File: src/rtl/tdm_demux2.sv
// Two-channel TDM receive stage: splits slot 0 / slot 1 samples into registered
// channel outputs, tracks sync-marker alignment and counts completed frames.
module tdm_demux2 #(
    parameter int WIDTH = 8,
    parameter int CNT_W = 8
) (
    input  logic             clk,
    input  logic             rst_n,
    input  logic [WIDTH-1:0] din,
    input  logic             din_valid,
    input  logic             sync,
    output logic [WIDTH-1:0] oa,
    output logic [WIDTH-1:0] ob,
    output logic             oa_vld,
    output logic             ob_vld,
    output logic             locked,
    output logic             sync_err,
    output logic [CNT_W-1:0] frame_cnt
);

    typedef enum logic {
        HUNT = 1'b0,
        LOCK = 1'b1
    } state_t;

    state_t             state_q;
    logic               slot_q;
    logic [WIDTH-1:0]   oa_q;
    logic [WIDTH-1:0]   ob_q;
    logic               oa_vld_q;
    logic               ob_vld_q;
    logic               sync_err_q;
    logic [CNT_W-1:0]   cnt_q;

    always_ff @(posedge clk) begin
        if (!rst_n) begin
            state_q    <= HUNT;
            slot_q     <= 1'b0;
            oa_q       <= '0;
            ob_q       <= '0;
            oa_vld_q   <= 1'b0;
            ob_vld_q   <= 1'b0;
            sync_err_q <= 1'b0;
            cnt_q      <= '0;
        end else begin
            oa_vld_q   <= 1'b0;
            ob_vld_q   <= 1'b0;
            sync_err_q <= 1'b0;
            if (din_valid) begin
                case (state_q)
                    HUNT: begin
                        if (sync) begin
                            oa_q     <= din;
                            oa_vld_q <= 1'b1;
                            slot_q   <= 1'b1;
                            state_q  <= LOCK;
                        end
                    end
                    LOCK: begin
                        if (sync) begin
                            // An early sync restarts the frame rather than dropping lock.
                            sync_err_q <= slot_q;
                            oa_q       <= din;
                            oa_vld_q   <= 1'b1;
                            slot_q     <= 1'b1;
                        end else if (slot_q) begin
                            ob_q     <= din;
                            ob_vld_q <= 1'b1;
                            slot_q   <= 1'b0;
                            cnt_q    <= cnt_q + 1'b1;
                        end else begin
                            sync_err_q <= 1'b1;
                            slot_q     <= 1'b0;
                            state_q    <= HUNT;
                        end
                    end
                    default: state_q <= HUNT;
                endcase
            end
        end
    end

    assign oa        = oa_q;
    assign ob        = ob_q;
    assign oa_vld    = oa_vld_q;
    assign ob_vld    = ob_vld_q;
    assign locked    = (state_q == LOCK);
    assign sync_err  = sync_err_q;
    assign frame_cnt = cnt_q;

endmodule

File: config.mk
export PLATFORM = sky130hd
export DESIGN_NAME = tdm_demux2
export DESIGN_NICKNAME = d
export VERILOG_FILES = /design/src/rtl/tdm_demux2.sv
export SDC_FILE = /design/constraint.sdc
export NUM_CORES = 1
export LEC_CHECK = 0
export ABC_AREA = 1
export BUFFER_PORTS_ARGS = -buffer_cell sky130_fd_sc_hd__clkbuf_2
export CORE_ASPECT_RATIO = 0.8
export CORE_MARGIN = 4
export CORE_UTILIZATION = 40
export DETAILED_ROUTE_END_ITERATION = 7
export PLACE_DENSITY = 0.63
export SKIP_LAST_GASP = 1
export SYNTH_ARGS = -nofsm -noshare
export SYNTH_HDL_FRONTEND = slang
export SYNTH_SLANG_ARGS = --single-unit
export TNS_END_PERCENT = 20
File: constraint.sdc
create_clock -name clk -period 2.8 [get_ports clk]
set_input_delay 0.56 -clock clk [delete_from_list [all_inputs] [get_ports clk]]
set_output_delay 0.56 -clock clk [all_outputs]
set_load 0.01 [all_outputs]
After elaboration in Yosys (flattened, before gate mapping)
Index checks and enable logic that the tools add are counted.

storage, ports and cells
  bits of input ports = 12
  memories = 0
  RAM bits = 0
  flip-flop bits (word level) = 29
  bits in latches = 0
  ROM bits = 0

cells by class
  bitwise gates (word level) = 4
  divide/modulo/power cells = 0
  magnitude comparators = 0
  reduce and logical (&&, ||, !) cells = 6
  mux-type cells = 9
  shifts and indexed selects = 0
  eq/ne operators = 1
  add/subtract/negate cells = 1
  $mul = 0

operators by type and width
  operator             number
  $add 8x1->8 const B  1
  $mux 8               1
  $mux 1               6
  $reduce_and 2->1     3
  $not 1->1            4
  $pmux 1 s2           2
  $reduce_and 4->1     1
  $reduce_or 4->1      1
  $reduce_and 3->1     1
  $ne 2x2->1 const B   1

Longest topological paths before layout
  depth after elaboration = 3
  gate-level depth with buffers = 8
  mapped depth without buffers = 8

Least setup slack after synthesis
OpenSTA, ideal clock, no wires.

  path type = flip-flop to flip-flop
  start = reg cnt_q[0], in the netlist frame_cnt[0]
  end = reg cnt_q[4], in the netlist frame_cnt[4]
  required time = 2.687 ns
  data arrival time = 1.110 ns
  path buffers = 0
  setup time = 0.113 ns
  path slack = 1.577 ns
  stages on the path, launching flop included = 9
  path through = dfxtp_1 ha_1 nand2_1 nor2_2 inv_1 nor2_1 nand2_1 nand2_1 nor2_1

on the way
  longest elaborated chain between the ends = 1

RTL lines
  element                   line  RTL
  start: declaration        33    logic [CNT_W-1:0] cnt_q;
  start signal: assignment  70    cnt_q <= cnt_q + 1'b1;
  $add 8x1->8               70

Every way passes these cells.
A chain may end at the register's enable or synchronous reset.

Final worst setup path
  start = reg cnt_q[3], in the netlist frame_cnt[3]
  end = out frame_cnt[3]

RTL lines
  element           line  RTL
  end: declaration  18    output logic [CNT_W-1:0] frame_cnt

No word-level cell between the ends.

==> impl_metrics.tcl <==
set metrics [dict create \
    cts_setup_buffers 0 \
    drc 0 \
    path_class "reg2out" \
    syn_avg_cell_area_um2 7.59 \
    outcome "complete, no violations" \
    synth_compound_area_frac 0.109 \
    worstPathRequired_ns 2.24 \
    nets 205 \
    worstPathCellList "clkbuf_2" \
    die_height_um 55.9 \
    area.growth.synth_to_final_pct 22.9 \
    cts_tree "yes" \
    period_share 0.527 \
    skew_ns 0.00434 \
    start_util 0.418 \
    synth-xor-area-share 0 \
    p_int_w 0.000566 \
    die_w_um 67.8 \
    r2r_start "locked" \
    hold_viol 0 \
    fin_tns_setup_ns 0 \
    finalCriticalPeriod_ns 1.48 \
    clock.fmax_mhz 677 \
    diodes 0 \
    dieArea_um2 3790 \
    grt_pass1_vias 978 \
    setup_viol 0 \
    h-tree-depth 2 \
    hold_buffers 0 \
    wl_per_cell_um 10.9 \
    preCtsSetupSlack_ns 1.15 \
    port_buffers 39 \
    powerDensity_nw_per_um2 526 \
    ctsLongestPathBuffers 2 \
    hold_start "din[4]" \
    grt_pass1_wl_mm 4.34 \
    clock_latency_ns 0.32 \
    synthSimpleGateAreaFrac 0.286 \
    yosys_register_bits 29 \
    drtAntennaViolNets 0 \
    ys_types 22 \
    startpoint_type "flop" \
    cp-end-kind "output pin" \
    syn-num-nets 165 \
    crit_family "flip-flops" \
    grt_overflow 0 \
    rsz0062_at_grt "false" \
    core.rowCount 17 \
    worstReg2RegEnd "frame_cnt[4]" \
    synthCells 151 \
    seq_area_frac_synth 0.507 \
    firstDrtPassIters 4 \
    pwr-share-clk 0.338 \
    vias 1055 \
    cap_violations 0 \
    vias_per_cell 4.61 \
    whs_path_depth 3 \
    pwr-share-comb 0.079 \
    ioPinCount 40 \
    worstMarginPinSlew_ns 0.472 \
    core_area_um2 2740 \
    gp_congestion 0.704 \
    holdPathEnd "ob[4]" \
    p_sw_frac 0.236 \
    final_common_cell "nor2_1" \
    relSlewSlack 0.686 \
    drtIter0Drc 28 \
    reg2reg_depth 5 \
    synth_top_family_by_area "simple AND/OR/NAND/NOR gates" \
    numCtsBuffers 5 \
    cp_max_fo 6 \
    drive_gt1_frac 0.277 \
    layout_setup_ws_ns 1.32 \
    synth-adder-area-share 0.0218 \
    slowest_stage "dfxtp_1" \
    grt_max_degree 28 \
    track_usage 0.151 \
    ys_warn_count 0 \
    rrSetupSlack_ns 1.46 \
    p_seq_frac 0.583 \
    cts_resized 0 \
    clockRootBuffer "clkbuf_4" \
    dp_hpwl_mm 1.83 \
    ir_drop_v 0.000260 \
    netSwitchingPower_w 0.000175 \
    synthesis.area_um2 1150 \
    cts_sinks 29 \
    cellLeakagePower_nw 0.681 \
    critPathMaxStageDelay_ns 0.43 \
    worstHoldPathType "in2reg" \
    clk_pin_slew_ns 0.08 \
    worst_ep_arrival_time_ns 0.92 \
    wirelength_mm 2.51 \
    synth_mux_area_frac 0 \
    final_cell_mix "44 x nor2_1, 39 x clkbuf_2, 29 x dfxtp_1" \
    crit_buf_inv 1 \
    antenna_found_initial 0 \
    slew_violations 0 \
]
[synthesized netlist by cell type, drive strengths merged]
master | instances | area (µm²)
a21oi | 3 | 15.0
a31o | 1 | 8.76
a31oi | 1 | 6.26
buf | 3 | 23.8
clkbuf | 3 | 11.3
dfxtp | 29 | 581
ha | 2 | 25.0
inv | 14 | 52.6
nand2 | 19 | 73.8
nand3 | 5 | 35.0
nand4 | 4 | 25.0
nor2 | 47 | 189
nor3 | 1 | 5.00
o21ai | 19 | 95.1
[worst max-delay path by stage]
stage / start / endpoint / slack [ns] / cells after the start
4_1_cts: frame_cnt[3] / frame_cnt[3] / 1.31 / 1
2_1_floorplan: frame_cnt[0] / frame_cnt[4] / 1.58 / 8
5_1_grt: locked / frame_cnt[4] / 1.24 / 5
6_report: frame_cnt[3] / frame_cnt[3] / 1.32 / 1
3_5_place_dp: sync / frame_cnt[4] / 1.15 / 7
3_3_place_gp: sync / frame_cnt[4] / 1.17 / 7
[stage by stage]
step	power, W	cell area (µm²)	hold slack (ns)	cells	util
final	0.000741	1410	0.475	229	0.513
after CTS	0.000748	1410	0.470	229	0.513
after floorplan	0.000475	1150	0.500	151	-
after detailed placement	0.000501	1350	0.477	222	0.493
after global placement	0.000499	1350	0.463	222	0.493
after global routing	0.000774	1410	0.487	229	0.513
[power groups by stage]
| stage | Sequential (W) | Combinational (W) | Clock [W] |
|---|---|---|---|
| 2_1_floorplan | 0.000446 | 0.0000288 | 0 |
| 3_3_place_gp | 0.000441 | 0.0000587 | 0 |
| 3_5_place_dp | 0.000442 | 0.0000594 | 0 |
| 4_1_cts | 0.000432 | 0.0000596 | 0.000257 |
| 5_1_grt | 0.000434 | 0.0000668 | 0.000274 |
| 6_report | 0.000432 | 0.0000588 | 0.000250 |
[layout make-up]
type                            instances  area, µm²
Sequential cell                        29        581
Timing Repair Buffer                   39        195
Fill cell                             278       1340
Inverter                               14       52.6
Multi-Input combinational cell        102        478
Tap cell                               38       47.5
Clock buffer                            7       55.1
[metal layers]
layer  track usage  wire length [µm]
met2         0.222              1150
met4        0.0935                67
met1         0.183              1100
met3        0.0586               190
met5             0                 0
[flip-flops by register name, indices dropped and copies added, names as in the netlist]
name,flops
frame_cnt,8
oa,8
ob,8
locked,1
oa_vld,1
ob_vld,1
slot_q,1
sync_err,1
[cells by family (layout without fill, tap and decap cells)]
family | Yosys count | after routing
and+or+nand+nor | 76 | 76
DFF | 29 | 29
adders and majority gates | 2 | 2
buffers and inverters | 20 | 60
AOI/OAI and AO/OA | 24 | 24
Power figures use the tool's default switching activity.
